$ cat src/rtl/universal_shreg.sv
// universal_shreg: WIDTH-bit universal shift register with parallel load,
// shift/rotate in both directions, synchronous clear/preset, an asynchronous
// reset, and a multi-step shift sequencer reporting busy/done.
module universal_shreg #(
  parameter int                WIDTH      = 8,
  parameter logic [WIDTH-1:0]  RESET_VAL  = {WIDTH{1'b0}},
  parameter logic [WIDTH-1:0]  PRESET_VAL = {WIDTH{1'b1}},
  parameter int                AW         = $clog2(WIDTH+1)
) (
  input  logic             clk,
  input  logic             rst_n,
  input  logic             clear,
  input  logic             preset,
  input  logic [2:0]       mode,
  input  logic [WIDTH-1:0] d,
  input  logic             sl_in,
  input  logic             sr_in,
  input  logic             start,
  input  logic [AW-1:0]    amount,
  output logic [WIDTH-1:0] q,
  output logic [WIDTH-1:0] qbar,
  output logic             busy,
  output logic             done
);

  localparam logic [2:0] M_HOLD = 3'b000;
  localparam logic [2:0] M_LOAD = 3'b001;
  localparam logic [2:0] M_SHL  = 3'b010;
  localparam logic [2:0] M_SHR  = 3'b011;
  localparam logic [2:0] M_ROL  = 3'b100;
  localparam logic [2:0] M_ROR  = 3'b101;

  // Largest meaningful step count: a full revolution of the register.
  localparam logic [AW-1:0] AMT_MAX = AW'(WIDTH);

  typedef enum logic {
    S_IDLE = 1'b0,
    S_RUN  = 1'b1
  } state_t;

  state_t           state, state_nxt;
  logic [AW-1:0]    cnt, cnt_nxt;
  logic [2:0]       seq_mode, seq_mode_nxt;
  logic [WIDTH-1:0] q_nxt;
  logic             done_nxt;

  // Modes that move bits; only these launch a sequence.
  function automatic logic is_shift(input logic [2:0] m);
    return (m >= M_SHL) && (m <= M_ROR);
  endfunction

  // One single-cycle operation of the register for a given mode.
  function automatic logic [WIDTH-1:0] apply_op(
    input logic [2:0]       m,
    input logic [WIDTH-1:0] cur,
    input logic [WIDTH-1:0] ld,
    input logic             sl,
    input logic             sr
  );
    logic [WIDTH-1:0] r;
    case (m)
      M_LOAD:  r = ld;
      M_SHL:   r = {cur[WIDTH-2:0], sl};
      M_SHR:   r = {sr, cur[WIDTH-1:1]};
      M_ROL:   r = {cur[WIDTH-2:0], cur[WIDTH-1]};
      M_ROR:   r = {cur[0], cur[WIDTH-1:1]};
      default: r = cur;
    endcase
    return r;
  endfunction

  // Requests beyond one full revolution are clamped to WIDTH steps.
  function automatic logic [AW-1:0] sat_amount(input logic [AW-1:0] a);
    return (a > AMT_MAX) ? AMT_MAX : a;
  endfunction

  // Next-state and next-q selection in priority order: clear, preset,
  // running sequence, sequence launch, single-cycle mode.
  always_comb begin
    state_nxt    = state;
    cnt_nxt      = cnt;
    seq_mode_nxt = seq_mode;
    q_nxt        = q;
    done_nxt     = 1'b0;
    if (clear) begin
      q_nxt     = '0;
      state_nxt = S_IDLE;
      cnt_nxt   = '0;
    end else if (preset) begin
      q_nxt     = PRESET_VAL;
      state_nxt = S_IDLE;
      cnt_nxt   = '0;
    end else if (state == S_RUN) begin
      if (cnt != '0) begin
        // Serial inputs are sampled live on every step.
        q_nxt   = apply_op(seq_mode, q, d, sl_in, sr_in);
        cnt_nxt = cnt - AW'(1);
      end else begin
        state_nxt = S_IDLE;
        done_nxt  = 1'b1;
      end
    end else if (start && is_shift(mode)) begin
      // Launch edge: capture the operation, leave q untouched.
      seq_mode_nxt = mode;
      cnt_nxt      = sat_amount(amount);
      state_nxt    = S_RUN;
    end else begin
      q_nxt = apply_op(mode, q, d, sl_in, sr_in);
    end
  end

  // FSM, step counter and captured mode.
  always_ff @(posedge clk or negedge rst_n) begin
    if (!rst_n) begin
      state    <= S_IDLE;
      cnt      <= '0;
      seq_mode <= M_HOLD;
      done     <= 1'b0;
    end else begin
      state    <= state_nxt;
      cnt      <= cnt_nxt;
      seq_mode <= seq_mode_nxt;
      done     <= done_nxt;
    end
  end

  // Register contents.
  always_ff @(posedge clk or negedge rst_n) begin
    if (!rst_n) begin
      q <= RESET_VAL;
    end else begin
      q <= q_nxt;
    end
  end

  assign busy = (state == S_RUN);
  assign qbar = ~q;

endmodule

$ cat config.mk
export PLATFORM = sky130hd
export DESIGN_NAME = universal_shreg
export DESIGN_NICKNAME = d
export VERILOG_FILES = /design/src/rtl/universal_shreg.sv
export SDC_FILE = /design/constraint.sdc
export NUM_CORES = 1
export LEC_CHECK = 0
export CAP_MARGIN = 20
export CORE_ASPECT_RATIO = 0.9
export CORE_MARGIN = 3
export CORE_UTILIZATION = 35
export DETAILED_ROUTE_END_ITERATION = 12
export MAX_ROUTING_LAYER = met4
export PLACE_DENSITY = 0.71
export SLEW_MARGIN = 20
export SYNTH_ARGS = -nofsm -noshare
export SYNTH_HDL_FRONTEND = slang
export SYNTH_SLANG_ARGS = --single-unit
$ cat constraint.sdc
create_clock -name clk -period 1.45 [get_ports clk]
set_input_delay 0.2175 -clock clk [delete_from_list [all_inputs] [get_ports clk]]
set_output_delay 0.2175 -clock clk [all_outputs]
set_load 0.005 [all_outputs]
==> results of run 1 <==
-- state kept, by name, summed over array words and instances, names as in the netlist --
signal	cells
seq_mode	3
done	1
busy	1
q	8
cnt	4
-- layout make-up --
cell class                      instances  area, µm²
Fill cell                             282       1348
Sequential cell                        17      431.7
Timing Repair Buffer                   94      820.8
Clock inverter                          1      5.005
Clock buffer                            3      41.29
Inverter                               16      62.56
Tap cell                               46      57.56
Multi-Input combinational cell        108       1044
-- synthesized netlist by cell type, drive strengths merged --
| library cell | number |
|---|---|
| dfrtp | 17 |
| inv | 16 |
| mux2i | 15 |
| mux2 | 14 |
| nand2 | 9 |
| o32ai | 8 |
| a22o | 6 |
| buf | 4 |
| nand2b | 4 |
| nand3 | 4 |
| nor2 | 4 |
| o21ai | 4 |
| a21oi | 3 |
| a311oi | 3 |
| nand4b | 3 |
| nor3 | 3 |
| a211oi | 2 |
| clkbuf | 2 |
| ha | 2 |
| o211a | 2 |
| o211ai | 2 |
| o311ai | 2 |
| or2b | 2 |
| or4bb | 2 |
| xor2 | 2 |
| a21o | 1 |
| a222oi | 1 |
| a31oi | 1 |
| nand4 | 1 |
| nor2b | 1 |
| nor3b | 1 |
| nor4 | 1 |
| o2111ai | 1 |
| o22ai | 1 |
| o31a | 1 |
| or2 | 1 |
| or4b | 1 |
-- worst max-delay path by stage --
stage          slack (ns)     end         from
2_1_floorplan      -0.004  cnt[3]       cnt[0]
3_3_place_gp        -0.48    q[5]      mode[2]
3_5_place_dp        -0.58    q[0]      mode[2]
4_1_cts             -0.07    q[0]  seq_mode[2]
5_1_grt             -0.14    q[0]  seq_mode[2]
6_report            -0.10    q[0]  seq_mode[2]
-- timing repair --
action	in CTS	in global routing
gates resized for setup	39	17
buffers inserted	17	7
endpoints found under the setup margin	25	15
pin swaps	7	8
gates cloned	0	1
hold buffers	0	0
-- cells by family after synthesis --
group / Yosys count / share of synthesized area [%]
AOI/OAI and AO/OA: 38 / 21.66
xor gates and xnor gates: 2 / 3.095
adders and majority gates: 2 / 1.768
buffers and inverters: 22 / 6.454
DFF: 17 / 30.06
muxes: 29 / 21.75
and+or+nand+nor: 37 / 15.21
-- through the flow --
step | TNS (ns) | worst slack [ns] | util, %
detailed placement | -6.682 | -0.5814 | 54.88
finish | -0.3282 | -0.1046 | 64.63
global placement | -5.978 | -0.4789 | 54.88
floorplan | -0.003770 | -0.003770 | -
global route | -0.9034 | -0.1368 | 64.63
CTS | -0.1153 | -0.07179 | 61.28
-- power breakdown --
group | leakage, nW | switching (mW) | internal [mW]
registers | 0.213 | 0.0971 | 0.538
clock network | 0.0255 | 0.175 | 0.191
logic | 0.853 | 0.457 | 0.675
-- layer usage --
layer | share of wire, % | vias to the layer above | GRT usage [%]
li1 | - | 750 | -
met1 | 42 | 786 | 26.51
met2 | 49 | 77 | 32.81
met3 | 6.7 | 10 | 3.191
met4 | 1.9 | 0 | 4.839
met5 | 0 | - | -
==> results_dict.tcl, run 1 <==
set metrics [dict create \
    outcome "finished, violations left" \
    violations "negative setup slack" \
    start_kind "register" \
    place_inst 258 \
    fmax_ghz 0.6433 \
    clk_path_buf_depth 2 \
    layout_commonest_cell "buf_4" \
    hpwl_mm 3.349 \
    cts_tree "built" \
    drive_gt1_share_pct 45.61 \
    antenna_found_initial 0 \
    reg2reg_depth 4 \
    clock_latency_ns 0.26 \
    syn-num-nets 171 \
    synth_cell_types 43 \
    synth-seq-cells 17 \
    drc 0 \
    core_um2 3810 \
    layout.nets 264 \
    worst_ep_required_time_ns 1.60 \
    crit_cells 4 \
    gp_congestion 0.8106 \
    period_share_pct 107.2 \
    crit_fanout 5 \
    synthCells 147 \
    final_cells 285 \
    synth_area_leader_cell "dfrtp_1" \
    power_density_nw_per_um2 866.1 \
    cp_num_buf_inv 0 \
    track_usage_pct 20.28 \
    crit_slowest_cell "or4bb_1" \
    reg2reg_to "q[0]" \
    crit_family "simple AND/OR/NAND/NOR gates" \
    seq_area_frac_synth_pct 30.06 \
    final_antenna_net_count 0 \
    total_power_mw 2.133 \
    rrSetupSlack_ns -0.10 \
    portBuffers 39 \
    dieArea_um2 4843 \
    num_rows 21 \
    endpoint_kind "register" \
    syn_to_final_growth_pct 74.01 \
    slew_viol_final 0 \
    max-vdd-ir-drop_mv 0.6906 \
    grt_overflow 0 \
    grt_pass1_wl_mm 7.514 \
    drtIter0Drc 141 \
    crit_path_max_incr_delay_ns 0.52 \
    tightest_slew_ns 0.3197 \
    io_pins 40 \
    synth_top_area_share_pct 30.06 \
    drv_cap 0 \
    grt_pass1_vias 1557 \
    die_w_um 73.03 \
    critPathArrivalTime_ns 1.70 \
    skew_ns 0.007087 \
    finalCriticalPeriod_ns 1.555 \
    r2r-start "seq_mode[2]" \
    viasPerCell 5.695 \
    most-common-layout-cells "buf_4 (50), clkdlybuf4s50_1 (26), mux2i_1 (15), mux2_2 (14)" \
    finalHoldViolCount 0 \
    via_count 1623 \
    setup_slack_ns -0.1046 \
    numClockSinks 17 \
    die_h_um 66.33 \
    post_drt_wl_per_cell_um 16.66 \
    cts_made_buffers 3 \
    syn_area_um2 1415 \
    n_antenna_cell 0 \
    floorplan.initialDensity_pct 37.14 \
    rsz0062_at_grt "true" \
    yosysWarningCount 0 \
    p_leak_nw 1.092 \
    setup_viol 7 \
    hold_ws_ns 0.2823 \
    hp-class "input port to asynchronous set/reset pin" \
    fin_area_um2 2462 \
    grt_max_degree 18 \
    clk_pin_slew_worst_paths_ns 0.07 \
    h-tree-depth 1 \
    wl_mm 4.749 \
    syn_avg_cell_area_um2 9.627 \
    cts_root_buffer "clkbuf_8" \
    slew_headroom_pct 78.65 \
    netlist_top_cells_area "dfrtp_1 (30%), mux2_2 (11%), mux2i_1 (11%)" \
    worst-setup-path-type "register to register" \
    firstDrtPassIters 4 \
    cp_cell_sequence "or4bb_1 > o311ai_1 > o22ai_1 > o32ai_1" \
    place_area_um2 2091 \
]
Note: power is estimated with default switching activity, not from simulation.
==> inputs of run 2 (changes only) <==
- MAX_ROUTING_LAYER: met4 -> unset
==> results_dict.tcl, run 2 (synthesis results as in run 1) <==
set metrics [dict create \
    outcome "finished, violations left" \
    violations "negative setup slack" \
    layout_commonest_cell "buf_4" \
    period_share_pct 108.9 \
    hp-class "input port to asynchronous set/reset pin" \
    worst_ep_required_time_ns 1.60 \
    worst-setup-path-type "register to register" \
    n_antenna_cell 0 \
    die_h_um 66.33 \
    crit_fanout 6 \
    clk_path_buf_depth 2 \
    cts_tree "built" \
    setup_slack_ns -0.1293 \
    track_usage_pct 19.48 \
    syn_to_final_growth_pct 75.51 \
    drv_cap 0 \
    via_count 1638 \
    endpoint_kind "register" \
    start_kind "register" \
    drive_gt1_share_pct 44.17 \
    critPathArrivalTime_ns 1.73 \
    wl_mm 5.080 \
    grt_pass1_wl_mm 7.396 \
    swShare_pct 34.37 \
    fmax_ghz 0.6332 \
    tightest_slew_ns 0.3581 \
    final_cells 286 \
    gp_congestion 0.8326 \
    clock_latency_ns 0.25 \
    setup-tns-final_ns -0.7071 \
    viasPerCell 5.727 \
    hpwl_mm 3.340 \
    numClockSinks 17 \
    io_pins 40 \
    max-vdd-ir-drop_mv 0.8227 \
    p_leak_nw 1.127 \
    num_rows 21 \
    core_um2 3810 \
    drc 0 \
    power_density_nw_per_um2 889.9 \
    skew_ns 0.001383 \
    slew_viol_final 0 \
    setup_viol 10 \
    holdBufCountCts 0 \
    finalHoldViolCount 0 \
    top_regs "q: 8 flops, cnt: 4 flops, seq_mode: 3 flops" \
    clk_pin_slew_worst_paths_ns 0.08 \
    fin_util_pct 65.19 \
    floorplan.initialDensity_pct 37.14 \
    grt_max_degree 18 \
    place_inst 257 \
    place_area_um2 2083 \
    h-tree-depth 1 \
    drtIter0Drc 142 \
    final_antenna_net_count 0 \
    cts_made_buffers 3 \
    post_drt_wl_per_cell_um 17.76 \
    portBuffers 39 \
    p_comb_share_pct 55.2 \
    cts_root_buffer "clkbuf_8" \
    seqPwrFrac_pct 27.8 \
    firstDrtPassIters 4 \
    internal_power_mw 1.451 \
    clkPwrFrac_pct 17.0 \
    slew_headroom_pct 76.08 \
    most-common-layout-cells "buf_4 (52), clkdlybuf4s50_1 (25), mux2i_1 (15), dfrtp_1 (15), mux2_2 (14)" \
    finalCriticalPeriod_ns 1.579 \
    largest_reg_flops 8 \
    fin_area_um2 2484 \
    die_w_um 73.03 \
    top_register "q" \
    dieArea_um2 4843 \
    total_power_mw 2.210 \
    layout.nets 265 \
    p_switching_uw 759.6 \
    grt_pass1_vias 1582 \
    grt_overflow 0 \
    fill_cells 287 \
    rsz0062_at_grt "true" \
    antenna_found_initial 0 \
]
==> run 2: changes by cell type in the layout (fill, tap and decap cells not counted), sizes merged <==
cell / change
clkinv: -1
clkbuf: +2
dlygate4sd2: -2
dlymetal6s2s: +3
clkdlybuf4s50: -1
==> run 2: repair_timing <==
action / in CTS / in global routing
hold endpoints to repair: 0 / 0
setup buffers: 17 / 8
resized for setup: 22 / 27
endpoints found under the setup margin: 24 / 22
cloned: 0 / 1
pin swaps: 5 / 11
==> run 2: power groups by stage <==
stage	registers (mW)	logic [mW]	clock network [mW]
after global placement	0.632	0.905	0
after CTS	0.609	1.05	0.362
after floorplan	0.622	0.490	0
after detailed placement	0.637	0.930	0
after global routing	0.623	1.29	0.406
final	0.615	1.22	0.376
==> run 2: final cells by class <==
class / count / area, µm² / share of cell area (%)
Tap cell: 46 / 57.56 / 2.317
Timing Repair Buffer: 95 / 854.6 / 34.41
Inverter: 16 / 60.06 / 2.418
Clock buffer: 4 / 45.04 / 1.814
Multi-Input combinational cell: 108 / 1039 / 41.81
Sequential cell: 17 / 427.9 / 17.23
==> run 2: routing by layer <==
metal  GRT usage [%]  up-vias  routed length (µm)
met5               0        -                   0
met4           7.143        0                  56
met3           2.584        6                 305
met2           31.36       75                2529
met1           26.32      804                2189
li1                -      753                   -
==> run 2: worst paths after layout <==
path / from / slack (ns) / to / depth (start not counted)
max reg2reg: seq_mode[2] / -0.13 / q[3] / 6
min reg2reg: q[2] / 0.60 / q[2] / 2
max: seq_mode[2] / -0.13 / q[3] / 6
max in group asynchronous: rst_n / 0.93 / seq_mode[1] / 2
min: rst_n / 0.30 / seq_mode[0] / 2
min in group clk: mode[1] / 0.54 / seq_mode[2] / 3
==> run 2: worst max-delay path, cell delays in order (launching register included) <==
cell and delay, ns:
dfrtp_2 0.42, buf_12 0.14, xor2_4 0.23, clkbuf_16 0.19, mux2i_1 0.07, a22o_1 0.19, o32ai_2 0.24
==> run 2: stage by stage <==
step / hold slack (ns) / setup slack, ns
after floorplan: -0.07809 / -0.003770
final: 0.2984 / -0.1293
after global placement: 0.5641 / -0.4772
after detailed placement: 0.5777 / -0.5586
after CTS: 0.3080 / -0.1275
after global routing: 0.3392 / -0.2053
==> inputs of run 3 (changes only) <==
- TNS_END_PERCENT: unset -> 100
==> results of run 3 <==
The final DEF is identical to that of run 2; final timing and power are the same.
